## config.mk

```make
export PLATFORM = sky130hd
export DESIGN_NAME = tile_shuffler
export DESIGN_NICKNAME = d
export VERILOG_FILES = /design/src/rtl/tile_pkg.sv /design/src/rtl/lfsr_galois.sv /design/src/rtl/tile_shuffler.sv
export SDC_FILE = /design/constraint.sdc
export NUM_CORES = 1
export LEC_CHECK = 0
export BUFFER_PORTS_ARGS = -buffer_cell sky130_fd_sc_hd__buf_2
export CAP_MARGIN = 20
export CORE_AREA = 2 2 322 292
export DETAILED_ROUTE_END_ITERATION = 12
export DIE_AREA = 0 0 324 294
export PLACE_DENSITY = 0.43
export SLEW_MARGIN = 10
export SYNTH_ARGS = -nofsm -noshare
export SYNTH_HDL_FRONTEND = slang
export SYNTH_SLANG_ARGS = --single-unit
```

## constraint.sdc

```tcl
create_clock -name clk -period 17.3 [get_ports clk]
set_input_delay 1.73 -clock clk [delete_from_list [all_inputs] [get_ports clk]]
set_output_delay 1.73 -clock clk [all_outputs]
set_load 0.01 [all_outputs]
```

## src/rtl/tile_pkg.sv

```systemverilog
// Shared definitions for the tile shuffler.
//   - default board sizes, ID width and LFSR setup
//   - FSM state encoding
//   - scale_draw(): maps a random value onto 0..i without a modulo
package tile_pkg;

    localparam int unsigned N_EDGE_DEF   = 24;
    localparam int unsigned N_CENTER_DEF = 12;
    localparam int unsigned IDX_W_DEF    = 5;
    localparam int unsigned LFSR_W_DEF   = 16;
    localparam int unsigned RND_W_DEF    = 8;

    // Galois taps for x^16 + x^14 + x^13 + x^11 + 1
    localparam logic [15:0] LFSR_TAPS = 16'hB400;
    localparam logic [15:0] SEED_DEF  = 16'hACE1;

    typedef enum logic [2:0] {
        StIdle,
        StInit,
        StShEdge,
        StShCenter,
        StPublish
    } state_e;

    // j = (r * (i + 1)) >> rnd_w with r < 2^rnd_w, so 0 <= j <= i always holds.
    function automatic int unsigned scale_draw(input int unsigned r, input int unsigned i,
                                               input int unsigned rnd_w);
        return (r * (i + 1)) >> rnd_w;
    endfunction

endpackage

```

## src/rtl/lfsr_galois.sv

```systemverilog
// Free-running Galois LFSR, right-shifting, with synchronous load.
// Ports:
//   clk      system clock
//   rst      asynchronous active-high reset, q returns to SEED
//   load     take load_val on the next edge (SEED if load_val is zero)
//   load_val value to load
//   q        current LFSR state
module lfsr_galois #(
    parameter int unsigned        LFSR_W = 16,
    parameter logic [LFSR_W-1:0]  TAPS   = LFSR_W'(16'hB400),
    parameter logic [LFSR_W-1:0]  SEED   = LFSR_W'(16'hACE1)
) (
    input  logic              clk,
    input  logic              rst,
    input  logic              load,
    input  logic [LFSR_W-1:0] load_val,
    output logic [LFSR_W-1:0] q
);

    logic [LFSR_W-1:0] q_q;

    always_ff @(posedge clk or posedge rst) begin
        if (rst) begin
            q_q <= SEED;
        end else if (load) begin
            // An all-zero state would lock the LFSR up forever.
            q_q <= (load_val == '0) ? SEED : load_val;
        end else if (q_q[0]) begin
            q_q <= (q_q >> 1) ^ TAPS;
        end else begin
            q_q <= q_q >> 1;
        end
    end

    assign q = q_q;

endmodule

```

## src/rtl/tile_shuffler.sv

```systemverilog
// Random board layout generator: Fisher-Yates shuffle of the edge-tile IDs and then
// the center-tile IDs, driven by a free-running LFSR, with double-buffered outputs.
// Ports:
//   clk, rst       clock and asynchronous active-high reset
//   start          request a shuffle (sampled only while idle)
//   seed_load,seed reseed the LFSR (zero seed maps to SEED)
//   busy           shuffle in progress
//   done           one-cycle pulse when new orders are published
//   valid          at least one layout has been published since reset
//   edge_order     slot k at [k*IDX_W +: IDX_W]
//   center_order   same packing for the center tiles
module tile_shuffler
    import tile_pkg::*;
#(
    parameter int unsigned       N_EDGE   = N_EDGE_DEF,
    parameter int unsigned       N_CENTER = N_CENTER_DEF,
    parameter int unsigned       IDX_W    = IDX_W_DEF,
    parameter int unsigned       LFSR_W   = LFSR_W_DEF,
    parameter int unsigned       RND_W    = RND_W_DEF,
    parameter logic [LFSR_W-1:0] SEED     = LFSR_W'(SEED_DEF)
) (
    input  logic                      clk,
    input  logic                      rst,
    input  logic                      start,
    input  logic                      seed_load,
    input  logic [LFSR_W-1:0]         seed,
    output logic                      busy,
    output logic                      done,
    output logic                      valid,
    output logic [N_EDGE*IDX_W-1:0]   edge_order,
    output logic [N_CENTER*IDX_W-1:0] center_order
);

    localparam int unsigned EW = (N_EDGE > 1) ? $clog2(N_EDGE) : 1;
    localparam int unsigned CW = (N_CENTER > 1) ? $clog2(N_CENTER) : 1;
    localparam logic [LFSR_W-1:0] RND_MASK = LFSR_W'((64'd1 << RND_W) - 64'd1);

    state_e                      state_q, state_d;
    logic [EW-1:0]               i_e_q;
    logic [CW-1:0]               i_c_q;
    logic [IDX_W-1:0]            work_e_q [N_EDGE];
    logic [IDX_W-1:0]            work_c_q [N_CENTER];
    logic [N_EDGE*IDX_W-1:0]     edge_order_q;
    logic [N_CENTER*IDX_W-1:0]   center_order_q;
    logic                        busy_q, done_q, valid_q;
    logic [LFSR_W-1:0]           lfsr_q;
    logic [LFSR_W-1:0]           rnd;
    logic [EW-1:0]               j_e;
    logic [CW-1:0]               j_c;

    lfsr_galois #(
        .LFSR_W (LFSR_W),
        .TAPS   (LFSR_W'(LFSR_TAPS)),
        .SEED   (SEED)
    ) u_lfsr (
        .clk      (clk),
        .rst      (rst),
        .load     (seed_load),
        .load_val (seed),
        .q        (lfsr_q)
    );

    assign rnd = lfsr_q & RND_MASK;
    assign j_e = EW'(scale_draw(32'(rnd), 32'(i_e_q), RND_W));
    assign j_c = CW'(scale_draw(32'(rnd), 32'(i_c_q), RND_W));

    always_comb begin
        state_d = state_q;
        case (state_q)
            StIdle: begin
                if (start) state_d = StInit;
            end
            StInit: begin
                // A set of one tile has nothing to shuffle and skips its phase.
                if (N_EDGE > 1)        state_d = StShEdge;
                else if (N_CENTER > 1) state_d = StShCenter;
                else                   state_d = StPublish;
            end
            StShEdge: begin
                if (i_e_q == EW'(1)) state_d = (N_CENTER > 1) ? StShCenter : StPublish;
            end
            StShCenter: begin
                if (i_c_q == CW'(1)) state_d = StPublish;
            end
            StPublish: state_d = StIdle;
            default:   state_d = StIdle;
        endcase
    end

    always_ff @(posedge clk or posedge rst) begin
        if (rst) begin
            state_q <= StIdle;
        end else begin
            state_q <= state_d;
        end
    end

    always_ff @(posedge clk or posedge rst) begin
        if (rst) begin
            busy_q  <= 1'b0;
            done_q  <= 1'b0;
            valid_q <= 1'b0;
            i_e_q   <= '0;
            i_c_q   <= '0;
            for (int k = 0; k < N_EDGE; k++) begin
                work_e_q[k]                    <= IDX_W'(k);
                edge_order_q[k*IDX_W +: IDX_W] <= IDX_W'(k);
            end
            for (int k = 0; k < N_CENTER; k++) begin
                work_c_q[k]                      <= IDX_W'(k);
                center_order_q[k*IDX_W +: IDX_W] <= IDX_W'(k);
            end
        end else begin
            done_q <= 1'b0;
            case (state_q)
                StIdle: begin
                    if (start) busy_q <= 1'b1;
                end
                StInit: begin
                    for (int k = 0; k < N_EDGE; k++)   work_e_q[k] <= IDX_W'(k);
                    for (int k = 0; k < N_CENTER; k++) work_c_q[k] <= IDX_W'(k);
                    i_e_q <= EW'(N_EDGE - 1);
                    i_c_q <= CW'(N_CENTER - 1);
                end
                StShEdge: begin
                    work_e_q[i_e_q] <= work_e_q[j_e];
                    work_e_q[j_e]   <= work_e_q[i_e_q];
                    i_e_q           <= i_e_q - EW'(1);
                    if (i_e_q == EW'(1)) i_c_q <= CW'(N_CENTER - 1);
                end
                StShCenter: begin
                    work_c_q[i_c_q] <= work_c_q[j_c];
                    work_c_q[j_c]   <= work_c_q[i_c_q];
                    i_c_q           <= i_c_q - CW'(1);
                end
                StPublish: begin
                    for (int k = 0; k < N_EDGE; k++)
                        edge_order_q[k*IDX_W +: IDX_W] <= work_e_q[k];
                    for (int k = 0; k < N_CENTER; k++)
                        center_order_q[k*IDX_W +: IDX_W] <= work_c_q[k];
                    done_q  <= 1'b1;
                    valid_q <= 1'b1;
                    busy_q  <= 1'b0;
                end
                default: ;
            endcase
        end
    end

    assign busy         = busy_q;
    assign done         = done_q;
    assign valid        = valid_q;
    assign edge_order   = edge_order_q;
    assign center_order = center_order_q;

endmodule

```

==> results.md, run 1 <==
- Status: finished, final reports clean
- Met1 GRT Util: 0.240
- Register bit total from synthesis: approximately 390
- Mux contribution to synthesized area: 0.174
- CP arrival: 9.03 ns
- Crit path required time: 17.75 ns
- Clock Latency Late Sink: 0.60 ns
- Layout cell share with drive strength beyond 1: 0.339
- Die height: just under 300 um
- Synthesized instance count: 2100
- Ys flop type: dfrtp_1
- # Post-CTS Setup Buffers: 0
- DIE AREA: 95300 um^2
- Post-route minimum period: 8.58 ns
- GRT overflow: 0
- Post-CTS sizing: 0
- Vias in the first global route: 19000
- CTS buffer count: 48
- Xor/xnor share of the synthesized area: 0.0116
- Final nets: about 2400
- Worst-Margin Slew: ~1.2 ns
- CTS Buffer Depth: 3
- HP Class: reg2reg
- CTS sink cnt: just under 400
- Max Cap Viol: 0
- Met2 usage: 0.308
- Hold WS: 0.466 ns
- Initial Utilization: 0.248
- Filler cell count: 9599
- Average size of a mapped cell: 10.9 um^2
- Drt wl/cell: 25.0 um
- Ports: 203
- Startpoint Class: flop
- WP buf/inv: 3
- Drt initial violations: 2097
- CTS tree: done
- Routed wire length: between 80 and 90 mm
- Clock skew: 0.0187 ns
- RD Place Congestion: 0.898
- DRC: 0
- Synth warn: 0
- Die X: 324 um
- Setup TNS: 0 ns
- Total core area: just over 90000 um^2
- Post-DRT Antenna Nets: 0
- Sequential area share after synthesis: 0.436
- Yosys cell types: 86
- Slew Limit Fails: 0
- Site Rows: 106
- Post-synthesis async set-or-reset flop share: 1.00
- Area grow syn2layout: 17.5%
- Final Hold Fails: 0
- Initial antenna violation count: 0
- Length of the first detailed-routing pass in iterations: 6
- Critical path endpoint category: flop
- Root Buffer: clkbuf_16
- Post-Syn Area: roughly 23000 um^2
- Commonest cells after routing, fill and taps aside: dfrtp_1, mux2_2, buf_2
- Worst setup path category: reg2reg
- Slew HR: 0.212
- RSZ-0062 raised after global routing: false
- H-tree levels: 2
- Largest family of logic cells by synthesized area: multiplexers
- GRT busiest layer: met2
- Slowest-stage cell, CP: nor4_4
- Slowest stage delay, CP: 0.95 ns
- Largest net degree at the start of global routing: about 150
- Vias per cell: 5.30
- CTS Hold Buffers Added: 0
- Met3 Use GR: 0.0286
- Endpoints failing setup: 0
- Final HPWL DP: 63.6 mm
- CP dominant cell by count: fa_1
- CP top delay family: simple AND/OR/NAND/NOR gates
- Final period util: 0.496
- Vias: 18800
- Final antenna diode count: 0
- Post-Synth Adder-Cell Area: 0.0593
- Crit-path cells: ha_1 > nand3_1 > xor2_1 > nor2b_1 > fa_1 > fa_1 > inv_1 > fa_1 > inv_1 > ha_1 > nand4b_4 > or4_1 > nand4_1 > nand3_2 > nand3_1 > nor2b_1 > nor4_4 > buf_4 > o221ai_1
- Max Freq: 0.117 GHz
- Commonest non-fill, non-tap cell in the layout: dfrtp_1
- First-pass GRT wire length: 132 mm
- Syn nets: 2205
- Reg clk slew, reported paths: 0.05 ns
- EDFF count, synth: 0
- Synth top area share: 0.262
- GRT Overall Usage: 0.183
- IO Port Bufs: 202
- Compound-cell area share of the yosys netlist: 0.149
- Top cells by area, synth: dfrtp_1, dfstp_2, mux2_2, mux4_2, fa_1
- Crit path max fanout: 39
- Synth area leader: dfrtp_1
- Synth Area in Simple Gates: 0.124
==> state kept, by name (all words and copies together), names as in the netlist <==
register / cells
i_c_q: 4
work_e_q: 120
done: 1
busy: 1
work_c_q: 60
u_lfsr.q: 16
valid: 1
center_order: 60
edge_order: 120
i_e_q: 5
state_q: 3
==> path summary, 6_finish.rpt <==
kind                              start       endpoint  slack, ns  depth (start not counted)
max                            i_e_q[0]   work_e_q[98]       8.72                         19
min                        u_lfsr.q[12]   u_lfsr.q[11]       0.47                          1
max reg2reg                    i_e_q[0]   work_e_q[98]       8.72                         19
min reg2reg                u_lfsr.q[12]   u_lfsr.q[11]       0.47                          1
max in group asynchronous           rst    work_e_q[5]      13.74                          4
min in group asynchronous           rst  edge_order[7]       1.30                          2
==> routing by layer <==
layer  vias to the layer above  part of all wire
met5                         -                 0
met4                         0             0.030
met3                       161             0.061
met2                       777              0.49
met1                      9735              0.42
li1                       8094                 -
==> through the flow <==
| step | setup slack (ns) | std cells | area, um^2 | utilization |
|---|---|---|---|---|
| 4_1_cts | 8.83 | 3542 | 26900 | 0.291 |
| 6_report | 8.72 | 3542 | 26900 | 0.291 |
| 2_1_floorplan | 4.95 | 2100 | 22900 | - |
| 5_1_grt | 8.29 | 3542 | 26900 | 0.291 |
| 3_5_place_dp | 8.84 | 3453 | 25200 | 0.273 |
| 3_3_place_gp | 8.87 | 3452 | 25200 | 0.273 |
==> kinds of logic (layout without fill, tap and decap cells) <==
| family | after synthesis | after routing |
|---|---|---|
| compound gates | 477 | 477 |
| xor+xnor | 24 | 24 |
| fa+ha+maj | 85 | 85 |
| buf+inv | 251 | 451 |
| flops | 391 | 391 |
| mux | 305 | 305 |
| simple gates | 567 | 567 |
==> cells in the mapped netlist, drive strengths merged (39+ instances only) <==
master / n
a21oi: 84
a22oi: 46
and2: 44
buf: 45
clkbuf: 84
dfrtp: 239
dfstp: 152
fa: 39
ha: 46
inv: 121
mux2: 206
mux2i: 46
mux4: 53
nand2: 182
nand3: 48
nor2: 112
nor3: 49
o21ai: 112
==> final cells by class <==
class | instances | area, um^2 | area share
Clock buffer | 69 | 1390 | 0.0519
Timing Repair Buffer | 240 | 1330 | 0.0495
Multi-Input combinational cell | 1458 | 11900 | 0.443
Tap cell | 1242 | 1550 | 0.0579
Inverter | 122 | 465 | 0.0173
Sequential cell | 391 | 9980 | 0.372
Clock inverter | 20 | 249 | 0.00927
Power of run 1 is left out: the tool's default activity adds up to more than one toggle a clock period on the data nets, which glitch-free logic cannot reach.
==> run 2, diff against run 1 <==
clock period = 8.1 ns   (was 17.3 ns; I/O delays follow)
==> run 2 against run 1 <==
  * Utilization rose by 0.16 points
  * Die area stayed put
  * Sequential share of layout area decreased by 0.20 points
  * Worst hold slack lost 0.051 ns
  * Critical path depth stayed put
  * Via count grew 0.52%
  * First-iteration DRC count decreased by 5.8%
==> results.md, run 2 (same netlist as run 1, synthesis figures left out) <==
- First-pass GRT wire length: 133 mm
- GRT Overall Usage: 0.186
- DRC: 0
- Drt initial violations: around 2000
- Vias: 18900
- Max Freq: 0.131 GHz
- Hold WS: 0.415 ns
- Crit-path cells: ha_1 > nand3_1 > xor2_2 > nor2b_1 > fa_1 > fa_1 > inv_1 > fa_1 > inv_1 > ha_1 > nand4b_4 > nor4_1 > o31a_1 > nand2_1 > o211ai_1 > a21oi_1 > o21ai_0 > nand4_4 > a222oi_1
- HP Class: in2async
- IO Port Bufs: 202
- Status: finished, final reports clean
- RSZ-0062 raised after global routing: false
- Post-route minimum period: 7.65 ns
- Crit Reg-Reg Endpoint: work_e_q[41]
- Crit path max fanout: 24
- Ports: 203
- Worst-Margin Slew: around 1.2 ns
- Setup TNS: 0 ns
- Crit path required time: 8.59 ns
- Area grow syn2layout: 18.1%
- Final period util: 0.945
- Worst setup path category: reg2reg
- CTS buffer count: 48
- Clock Latency Late Sink: 0.62 ns
- Initial antenna violation count: 0
- CP arrival: 8.14 ns
- Length of the first detailed-routing pass in iterations: 9
- Register-to-register setup slack: 0.45 ns
- Die X: 324 um
- Initial Utilization: 0.248
- Final nets: ~2400
- Clock skew: 0.0203 ns
- Final Hold Fails: 0
- Root Buffer: clkbuf_16
- RD Place Congestion: approximately 0.9
- Slew Limit Fails: 0
- DIE AREA: 95300 um^2
- H-tree levels: 2
- # Post-CTS Setup Buffers: 0
- GRT overflow: 0
- Reg clk slew, reported paths: 0.06 ns
- Slew HR: 0.192
- Reg2reg path depth: 19
- Critical path endpoint category: flop
- Endpoints failing setup: 0
- Routed wire length: between 90 and 100 mm
- Max Cap Viol: 0
- Final HPWL DP: between 60 and 70 mm
- Slowest-stage cell, CP: ha_1
- CTS tree: done
- R2R Path Start: i_e_q[0]
- Vias in the first global route: roughly 19000
- Die height: 294 um
- Commonest cells after routing, fill and taps aside: dfrtp_1, mux2_2, buf_2
- CP dominant cell by count: fa_1
- Post-CTS sizing: 0
- Drt wl/cell: roughly 25 um
- Post-DRT Antenna Nets: 0
- CTS Buffer Depth: 3
- Startpoint Class: flop
- Largest net degree at the start of global routing: between 150 and 200
- Site Rows: ~110
- Commonest non-fill, non-tap cell in the layout: dfrtp_1
- CTS Hold Buffers Added: 0
- Total core area: 92200 um^2
- Slowest stage delay, CP: 0.63 ns
- Layout cell share with drive strength beyond 1: 0.346
- Vias per cell: between 5 and 6
- CTS sink cnt: 391
run 2: cell count changes in the layout (fill, tap and decap cells not counted), sizes merged:
cell | previous run | this run
clkbuf | 69 | 68
buf | 240 | 260
inv | 121 | 122
bufinv | 5 | 3
clkinv | 14 | 13
diode | 0 | 1
clkinvlp | 2 | 6
run 2: metrics by stage:
stage	cell area (um^2)	util	instances	setup slack, ns
final	27000	0.293	3564	0.449
after detailed placement	25300	0.275	3473	0.510
after CTS	27000	0.293	3563	0.475
after global placement	25300	0.275	3471	0.214
after global routing	27000	0.293	3563	0.121
after floorplan	22900	-	2100	1.52
run 2: critical path, delay by kind of cell (launching register included):
kind / cells / cell delay (ns)
and+or+nand+nor: 6 / 2.18
AOI/OAI and AO/OA: 5 / 1.96
buffers and inverters: 2 / 0.09
xor gates and xnor gates: 1 / 0.39
adders and majority gates: 5 / 2.47
DFF: 1 / 0.40
run 2: area by class of cell:
class | instances | area (um^2)
inverter | 122 | 462
fill | 9524 | 65200
multi-input combinational | 1458 | 11900
timing repair buffer | 260 | 1490
clock inverter | 22 | 243
antenna | 1 | 2.50
tap | 1242 | 1550
sequential | 391 | 9980
clock buffer | 68 | 1400
run 2: routing by layer:
metal  vias up  wire [um]  global-route usage
met1      9712      38100               0.243
li1       8143          -                   -
met4         0       2840              0.0629
met2       832      43500               0.311
met3       178       5640              0.0316
met5         -          0                   0
run 2: worst max-delay path by stage:
stage / slack, ns / end / depth (start not counted) / startpoint
global route: 0.12 / work_e_q[41] / 19 / i_e_q[1]
global placement: 0.21 / work_e_q[21] / 19 / i_e_q[0]
finish: 0.45 / work_e_q[41] / 19 / i_e_q[0]
CTS: 0.47 / work_e_q[41] / 19 / i_e_q[0]
detailed placement: 0.51 / work_e_q[41] / 19 / i_e_q[0]
floorplan: 1.52 / work_e_q[101] / 22 / i_e_q[0]
Power of run 2 is left out for the same reason.
